<file path="src/rtl/bcd_countdown_timer_pkg.sv">
// Shared state encoding, BCD limits and load-validity helper for the countdown timer.
package countdown_pkg;

  localparam logic [1:0] ST_IDLE  = 2'd0;
  localparam logic [1:0] ST_RUN   = 2'd1;
  localparam logic [1:0] ST_PAUSE = 2'd2;
  localparam logic [1:0] ST_DONE  = 2'd3;

  localparam logic [7:0] BCD_ZERO     = 8'h00;
  localparam logic [3:0] SEC_TENS_MAX = 4'd5;
  localparam logic [3:0] DIGIT_MAX    = 4'd9;

  // A two-digit BCD field is valid when the units digit is 0..9 and the tens digit is 0..tens_max.
  function automatic logic bcd_valid(input logic [7:0] val, input logic [3:0] tens_max);
    return (val[3:0] <= DIGIT_MAX) && (val[7:4] <= tens_max);
  endfunction

endpackage

</file>
<file path="src/rtl/bcd_countdown_timer_if.sv">
// Command/status bundle between the countdown timer and its controller or front panel.
interface bcd_countdown_timer_if;
  logic       ena;
  logic       load;
  logic [7:0] load_hh;
  logic [7:0] load_mm;
  logic [7:0] load_ss;
  logic       start;
  logic       pause;
  logic [7:0] hh;
  logic [7:0] mm;
  logic [7:0] ss;
  logic       running;
  logic       done;
  logic       expired;
  logic       load_err;

  modport master (
    output ena, load, load_hh, load_mm, load_ss, start, pause,
    input  hh, mm, ss, running, done, expired, load_err
  );

  modport slave (
    input  ena, load, load_hh, load_mm, load_ss, start, pause,
    output hh, mm, ss, running, done, expired, load_err
  );
endinterface

</file>
<file path="src/rtl/bcd_countdown_timer_dec.sv">
// Single BCD digit decrementer; a zero digit wraps to wrap_i and borrows from the next digit.
module bcd_digit_dec (
  input  logic [3:0] digit_i,
  input  logic [3:0] wrap_i,
  input  logic       borrow_i,
  output logic [3:0] digit_o,
  output logic       borrow_o
);

  always_comb begin
    digit_o  = digit_i;
    borrow_o = 1'b0;
    if (borrow_i) begin
      if (digit_i == 4'd0) begin
        digit_o  = wrap_i;
        borrow_o = 1'b1;
      end else begin
        digit_o = digit_i - 4'd1;
      end
    end
  end

endmodule

</file>
<file path="src/rtl/bcd_countdown_timer.sv">
// BCD hh:mm:ss countdown timer with load/start/pause control and expiry reporting.
// Optional feature: define COUNTDOWN_AUTO_RELOAD_EN to restart from the last loaded value on expiry.
//
// state | meaning
// IDLE  | loaded or reset, waiting for start
// RUN   | decrementing once per ena tick
// PAUSE | suspended, value held, start resumes
// DONE  | expired, holds zero until a valid load
module bcd_countdown_timer (
  input logic            clk,
  input logic            reset_n,
  bcd_countdown_timer_if.slave bus
);
  import countdown_pkg::*;

  localparam logic [23:0] WRAP = {DIGIT_MAX, DIGIT_MAX, SEC_TENS_MAX, DIGIT_MAX, SEC_TENS_MAX, DIGIT_MAX};

  logic [1:0]  state_q, state_d;
  logic [7:0]  hh_q, hh_d, mm_q, mm_d, ss_q, ss_d;
  logic        done_q, done_d;
  logic        err_q, err_d;
  logic        running_q, expired_q;
`ifdef COUNTDOWN_AUTO_RELOAD_EN
  logic [23:0] reload_q, reload_d;
`endif

  logic [23:0] cur_val, dec_val;
  logic [6:0]  borrow;
  logic        dec_expired;
  logic        load_ok;
  logic        cur_zero;

  assign cur_val   = {hh_q, mm_q, ss_q};
  assign cur_zero  = (cur_val == {BCD_ZERO, BCD_ZERO, BCD_ZERO});
  assign borrow[0] = 1'b1;

  for (genvar i = 0; i < 6; i++) begin : g_dig
    bcd_digit_dec u_dec (
      .digit_i  (cur_val[4*i +: 4]),
      .wrap_i   (WRAP[4*i +: 4]),
      .borrow_i (borrow[i]),
      .digit_o  (dec_val[4*i +: 4]),
      .borrow_o (borrow[i+1])
    );
  end

  // A borrow out of the hours tens digit means the value was already zero; treat it as expiry.
  assign dec_expired = (dec_val == 24'h000000) || borrow[6];

  assign load_ok = bcd_valid(bus.load_hh, DIGIT_MAX)
                && bcd_valid(bus.load_mm, SEC_TENS_MAX)
                && bcd_valid(bus.load_ss, SEC_TENS_MAX);

  always_comb begin
    state_d = state_q;
    hh_d    = hh_q;
    mm_d    = mm_q;
    ss_d    = ss_q;
    done_d  = 1'b0;
    err_d   = 1'b0;
`ifdef COUNTDOWN_AUTO_RELOAD_EN
    reload_d = reload_q;
`endif
    if (bus.load) begin
      if (load_ok) begin
        hh_d    = bus.load_hh;
        mm_d    = bus.load_mm;
        ss_d    = bus.load_ss;
        state_d = ST_IDLE;
`ifdef COUNTDOWN_AUTO_RELOAD_EN
        reload_d = {bus.load_hh, bus.load_mm, bus.load_ss};
`endif
      end else begin
        err_d = 1'b1;
      end
    end else if (bus.start) begin
      if ((state_q == ST_IDLE && !cur_zero) || state_q == ST_PAUSE)
        state_d = ST_RUN;
    end else if (bus.pause) begin
      if (state_q == ST_RUN)
        state_d = ST_PAUSE;
    end else if (bus.ena && state_q == ST_RUN) begin
      if (dec_expired) begin
        done_d = 1'b1;
        {hh_d, mm_d, ss_d} = {BCD_ZERO, BCD_ZERO, BCD_ZERO};
        state_d = ST_DONE;
`ifdef COUNTDOWN_AUTO_RELOAD_EN
        if (reload_q != 24'h000000) begin
          {hh_d, mm_d, ss_d} = reload_q;
          state_d = ST_RUN;
        end
`endif
      end else begin
        {hh_d, mm_d, ss_d} = dec_val;
      end
    end
  end

  always_ff @(posedge clk or negedge reset_n) begin
    if (!reset_n) begin
      state_q   <= ST_IDLE;
      hh_q      <= BCD_ZERO;
      mm_q      <= BCD_ZERO;
      ss_q      <= BCD_ZERO;
      done_q    <= 1'b0;
      err_q     <= 1'b0;
      running_q <= 1'b0;
      expired_q <= 1'b0;
    end else begin
      state_q   <= state_d;
      hh_q      <= hh_d;
      mm_q      <= mm_d;
      ss_q      <= ss_d;
      done_q    <= done_d;
      err_q     <= err_d;
      running_q <= (state_d == ST_RUN);
      expired_q <= (state_d == ST_DONE);
    end
  end

`ifdef COUNTDOWN_AUTO_RELOAD_EN
  always_ff @(posedge clk or negedge reset_n) begin
    if (!reset_n)
      reload_q <= 24'h000000;
    else
      reload_q <= reload_d;
  end
`endif

  assign bus.hh       = hh_q;
  assign bus.mm       = mm_q;
  assign bus.ss       = ss_q;
  assign bus.running  = running_q;
  assign bus.done     = done_q;
  assign bus.expired  = expired_q;
  assign bus.load_err = err_q;

endmodule
</file>
<file path="src/flat_wrapper.sv">
// flat-port wrapper written by rule: the top's interface ports become plain ports
module bcd_countdown_timer_flat import countdown_pkg::*;
  (clk, reset_n, bus_ena, bus_load, bus_load_hh, bus_load_mm, bus_load_ss, bus_start, bus_pause, bus_hh, bus_mm, bus_ss, bus_running, bus_done, bus_expired, bus_load_err);
  bcd_countdown_timer_if bus_i ();
  input logic clk;
  input logic reset_n;
  input wire logic [$bits(bus_i.ena)-1:0] bus_ena;
  input wire logic [$bits(bus_i.load)-1:0] bus_load;
  input wire logic [$bits(bus_i.load_hh)-1:0] bus_load_hh;
  input wire logic [$bits(bus_i.load_mm)-1:0] bus_load_mm;
  input wire logic [$bits(bus_i.load_ss)-1:0] bus_load_ss;
  input wire logic [$bits(bus_i.start)-1:0] bus_start;
  input wire logic [$bits(bus_i.pause)-1:0] bus_pause;
  output wire logic [$bits(bus_i.hh)-1:0] bus_hh;
  output wire logic [$bits(bus_i.mm)-1:0] bus_mm;
  output wire logic [$bits(bus_i.ss)-1:0] bus_ss;
  output wire logic [$bits(bus_i.running)-1:0] bus_running;
  output wire logic [$bits(bus_i.done)-1:0] bus_done;
  output wire logic [$bits(bus_i.expired)-1:0] bus_expired;
  output wire logic [$bits(bus_i.load_err)-1:0] bus_load_err;
  assign bus_i.ena = bus_ena;
  assign bus_i.load = bus_load;
  assign bus_i.load_hh = bus_load_hh;
  assign bus_i.load_mm = bus_load_mm;
  assign bus_i.load_ss = bus_load_ss;
  assign bus_i.start = bus_start;
  assign bus_i.pause = bus_pause;
  assign bus_hh = bus_i.hh;
  assign bus_mm = bus_i.mm;
  assign bus_ss = bus_i.ss;
  assign bus_running = bus_i.running;
  assign bus_done = bus_i.done;
  assign bus_expired = bus_i.expired;
  assign bus_load_err = bus_i.load_err;
  bcd_countdown_timer u_core (.clk(clk), .reset_n(reset_n), .bus(bus_i));
endmodule
</file>
<file path="config.mk">
export PLATFORM = sky130hd
export DESIGN_NAME = bcd_countdown_timer_flat
export DESIGN_NICKNAME = d
export VERILOG_FILES = /design/src/rtl/bcd_countdown_timer_pkg.sv /design/src/rtl/bcd_countdown_timer_if.sv /design/src/rtl/bcd_countdown_timer_dec.sv /design/src/rtl/bcd_countdown_timer.sv /design/src/flat_wrapper.sv
export SDC_FILE = /design/constraint.sdc
export NUM_CORES = 1
export LEC_CHECK = 0
export ABC_CLOCK_PERIOD_IN_PS = 3500
export BUFFER_PORTS_ARGS = -buffer_cell sky130_fd_sc_hd__buf_2
export CAP_MARGIN = 15
export CORE_MARGIN = 3
export CORE_UTILIZATION = 52
export DETAILED_ROUTE_END_ITERATION = 8
export PLACE_DENSITY = 0.85
export RECOVER_POWER = 50
export SYNTH_ARGS = -nofsm -noshare
export SYNTH_HDL_FRONTEND = slang
export SYNTH_SLANG_ARGS = --single-unit
</file>
<file path="constraint.sdc">
create_clock -name clk -period 3.5 [get_ports clk]
set_clock_uncertainty 0.1 [all_clocks]
set_input_delay 0.35 -clock clk [delete_from_list [all_inputs] [get_ports clk]]
set_output_delay 0.35 -clock clk [all_outputs]
set_load 0.01 [all_outputs]
</file>
==> results by group <==
GRT
  – Largest net degree at the start of global routing: 34
  – Initial antenna violation count: 0
  – First-pass GRT wire length: 9320 um
  – Vias in the first global route: 1913
  – Grt ovf: 0
  – Total GRT Usage: 27.3%

Critical path
  – Critical Path RT: 3.53 ns
  – Critical path endpoint category: register
  – Crit-path slowest cell: or4_1
  – Max incr delay on CP: 0.71 ns
  – R2R cell count: 5
  – Crit path kind: register to register
  – Crit-path cells: or4_1, o31ai_1, nand2_1, o31ai_1, o211ai_1
  – Startpoint types: register
  – Crit path top cell by count: o31ai_1
  – CP arrival: 2.78 ns
  – Crit Path Max Fanout: 8

STA
  – RSZ-0062 raised after global routing: no
  – Max-slew violations: 31
  – Max Clk Rate: 365 MHz
  – Final Setup Violations: 0
  – Slew headroom: -9.71%
  – Final Hold Fails: 0
  – Final min period: 2.74 ns
  – Post-Route Setup TNS: 0 ns
  – Worst slew pin tran: 1.65 ns
  – Worst setup margin: 0.757 ns
  – Final period utilization: 78.4%

Logic synthesis
  – Post-synthesis sequential area ratio: 37.7%
  – Seq cells post-synth: 30
  – Largest family of logic cells by synthesized area: compound AO/OA/AOI/OAI gates
  – Post-synth ARST share: 100%
  – YS warnings: 0
  – Adder-cell share of the synthesized area: 0%
  – Synth Area in Compound Gates: 28.6%
  – Most area-consuming cells after synthesis: dfrtp_1, nor2_1, nand2_1, o211ai_1, o21ai_0
  – Mux share of post-synthesis cell area: 1.01%
  – Synth cell types: 52
  – Simple-Gate Fraction of Synth Area: 28.2%
  – Top_reg_cell synth: dfrtp_1
  – Xor and xnor area share after synthesis: 0%
  – Commonest cells post-synth: dfrtp_1, nor2_1, nand2_1
  – Largest area contributor in the netlist: dfrtp_1
  – Share of the synthesized area in the top cell type: 37.7%
  – Post-synthesis cell count: 229
  – Syn Area/Cell: 8.69 sq um
  – Most frequent cell after synthesis: dfrtp_1
  – Syn_nets: 259
  – Area of the mapped netlist: 1990 sq um
  – Count of flip-flops with a built-in enable after synthesis: 0

Outcome
  – Status: complete, but fails checks
  – Failing checks: max-capacitance violations, max-slew violations

Min path
  – Worst Hold Class: input pin to register
  – Hold Path Stages: 3

Floorplan
  – Initial Util: 56.9%
  – Height of the die: 67.9 um
  – Die area: 4600 sq um
  – Row count: 21
  – Core Region: 3490 sq um
  – Die X-Extent: 67.9 um
  – Io pins: 58

Final layout
  – Multi-input gate area: 1150 sq um
  – Layout area overhead: 19.5%
  – Fillers: 319
  – Share of layout cells above drive strength 1: 23.3%
  – # diodes: 0
  – Nets: 317
  – Register area: 751 sq um

Pwr
  – Clk pwr share: 27.0%
  – Max IR drop VDD: 0.244 mV
  – Int Pwr: 0.000682 W
  – Switching share of total power: 35.7%
  – Logic pwr share: 27.0%
  – Seq pwr share: 46.0%
  – Pwr/cell area: 447 nW/um^2
  – Leakage: 0.973 nW
  – Switch Pwr: 0.000379 W

Drt
  – Vias post-DR: 2134
  – Wire per inst: 17.3 um
  – DR iter-0 viols: 261
  – Routed wire length: 5790 um
  – DRC viols: 0
  – Post-DRT Antenna Nets: 0
  – Pre-Repair DR Iteration Count: 4
  – Routed vias/inst: 6.39

Run
  – Max_cap viols: 1

Clocking
  – Hold buffers post-CTS: 0
  – Root Driver: clkbuf_8
  – CTS tree: built
  – Clk pin slew, worst setup/hold paths: 0.06 ns
  – Max Buffers Root-to-Sink: 2
  – H-tree depth: 2
  – CTS buffer count: 5
  – Worst-Skew Late Latency: 0.28 ns
  – Post-CTS resize count: 0
  – CTS sink cnt: 30
  – Setup Fix Bufs, Post-CTS: 0

Place
  – Detail Placement HPWL: 4160 um
  – Gpl congestion: 0.944
  – Worst slack, placed: 0.772 ns
  – Port Buffers: 57
## layout make-up
cell class / count / area share (%)
Multi-Input combinational cell: 180 / 48.4
Sequential cell: 30 / 31.6
Timing Repair Buffer: 60 / 12.2
Clock buffer: 7 / 3.63
Tap cell: 46 / 2.42
Inverter: 10 / 1.58
Clock inverter: 1 / 0.211
## state kept, by name (all words and copies together), names as in the netlist
name / count
u_core.state_q: 2
u_core.bus.running: 1
u_core.bus.mm: 8
u_core.bus.ss: 8
u_core.bus.done: 1
u_core.bus.load_err: 1
u_core.bus.expired: 1
u_core.bus.hh: 8
## logic make-up (layout without fill, tap and decap cells)
group	Yosys count	in the layout
DFF	30	30
and+or+nand+nor	100	100
AOI/OAI and AO/OA	78	78
buffers and inverters	19	78
muxes	2	2
## power by group through the flow
stage          logic (W)  clock network (W)  registers, W
2_1_floorplan   0.000158                  0      0.000503
3_3_place_gp    0.000289                  0      0.000486
3_5_place_dp    0.000293                  0      0.000491
4_1_cts         0.000296           0.000295      0.000484
5_1_grt         0.000321           0.000308      0.000499
6_report        0.000287           0.000287      0.000488
## placed cells by master (no fill, tap or decap), types with 4 or more instances in the layout
cell	netlist	final
o21ai_0	14	14
and3_1	4	4
clkbuf_1	6	16
or4_1	5	5
clkbuf_8	0	6
inv_1	10	10
nor2_1	22	22
nor3_1	6	6
nand3_1	13	13
dfrtp_1	30	30
nand2_1	21	21
a21oi_1	6	6
o22ai_1	4	4
a22oi_1	5	5
buf_2	1	42
o31ai_1	5	5
a22o_1	4	4
a31oi_1	10	10
o211ai_1	10	10
nand4_1	5	5
## worst paths after layout
path	slack, ns	start	endpoint
hold reg to reg	0.45	u_core.bus.ss[7]$_DFFE_PN0P_	u_core.bus.ss[7]$_DFFE_PN0P_
max in group asynchronous	1.97	reset_n	u_core.bus.hh[4]$_DFFE_PN0P_
setup / recovery	0.76	u_core.bus.ss[1]$_DFFE_PN0P_	u_core.bus.hh[0]$_DFFE_PN0P_
min in group asynchronous	0.38	reset_n	u_core.bus.ss[6]$_DFFE_PN0P_
hold / removal	0.18	bus_load_mm[0]	u_core.bus.mm[0]$_DFFE_PN0P_
setup reg to reg	0.76	u_core.bus.ss[1]$_DFFE_PN0P_	u_core.bus.hh[0]$_DFFE_PN0P_
## stage by stage
stage,hold WS [ns],power (W),cell area (sq um),instances,utilization (%)
4_1_cts,0.0128,0.00107,2400,334,68.6
2_1_floorplan,-0.0456,0.000660,1990,229,-
3_3_place_gp,0.321,0.000775,2300,326,66.0
6_report,0.179,0.00106,2380,334,68.0
3_5_place_dp,0.319,0.000784,2300,326,66.0
5_1_grt,0.193,0.00113,2380,334,68.0
## critical path, delay by kind of cell (launching register included)
family           cells  cell delay, ns
AO/OA/AOI/OAI        3            1.19
flip-flops           1            0.42
AND/OR/NAND/NOR      2            0.88
## layer usage
metal  track usage (%)  up-vias  share of wire [%]
met5                 0        -                  0
met4              13.2        0                3.1
met3              5.91       17                9.2
met2              41.9      105                 46
met1              36.4     1011                 41
li1                  -     1001                  -
No activity file was read; power rests on OpenSTA's default activity.
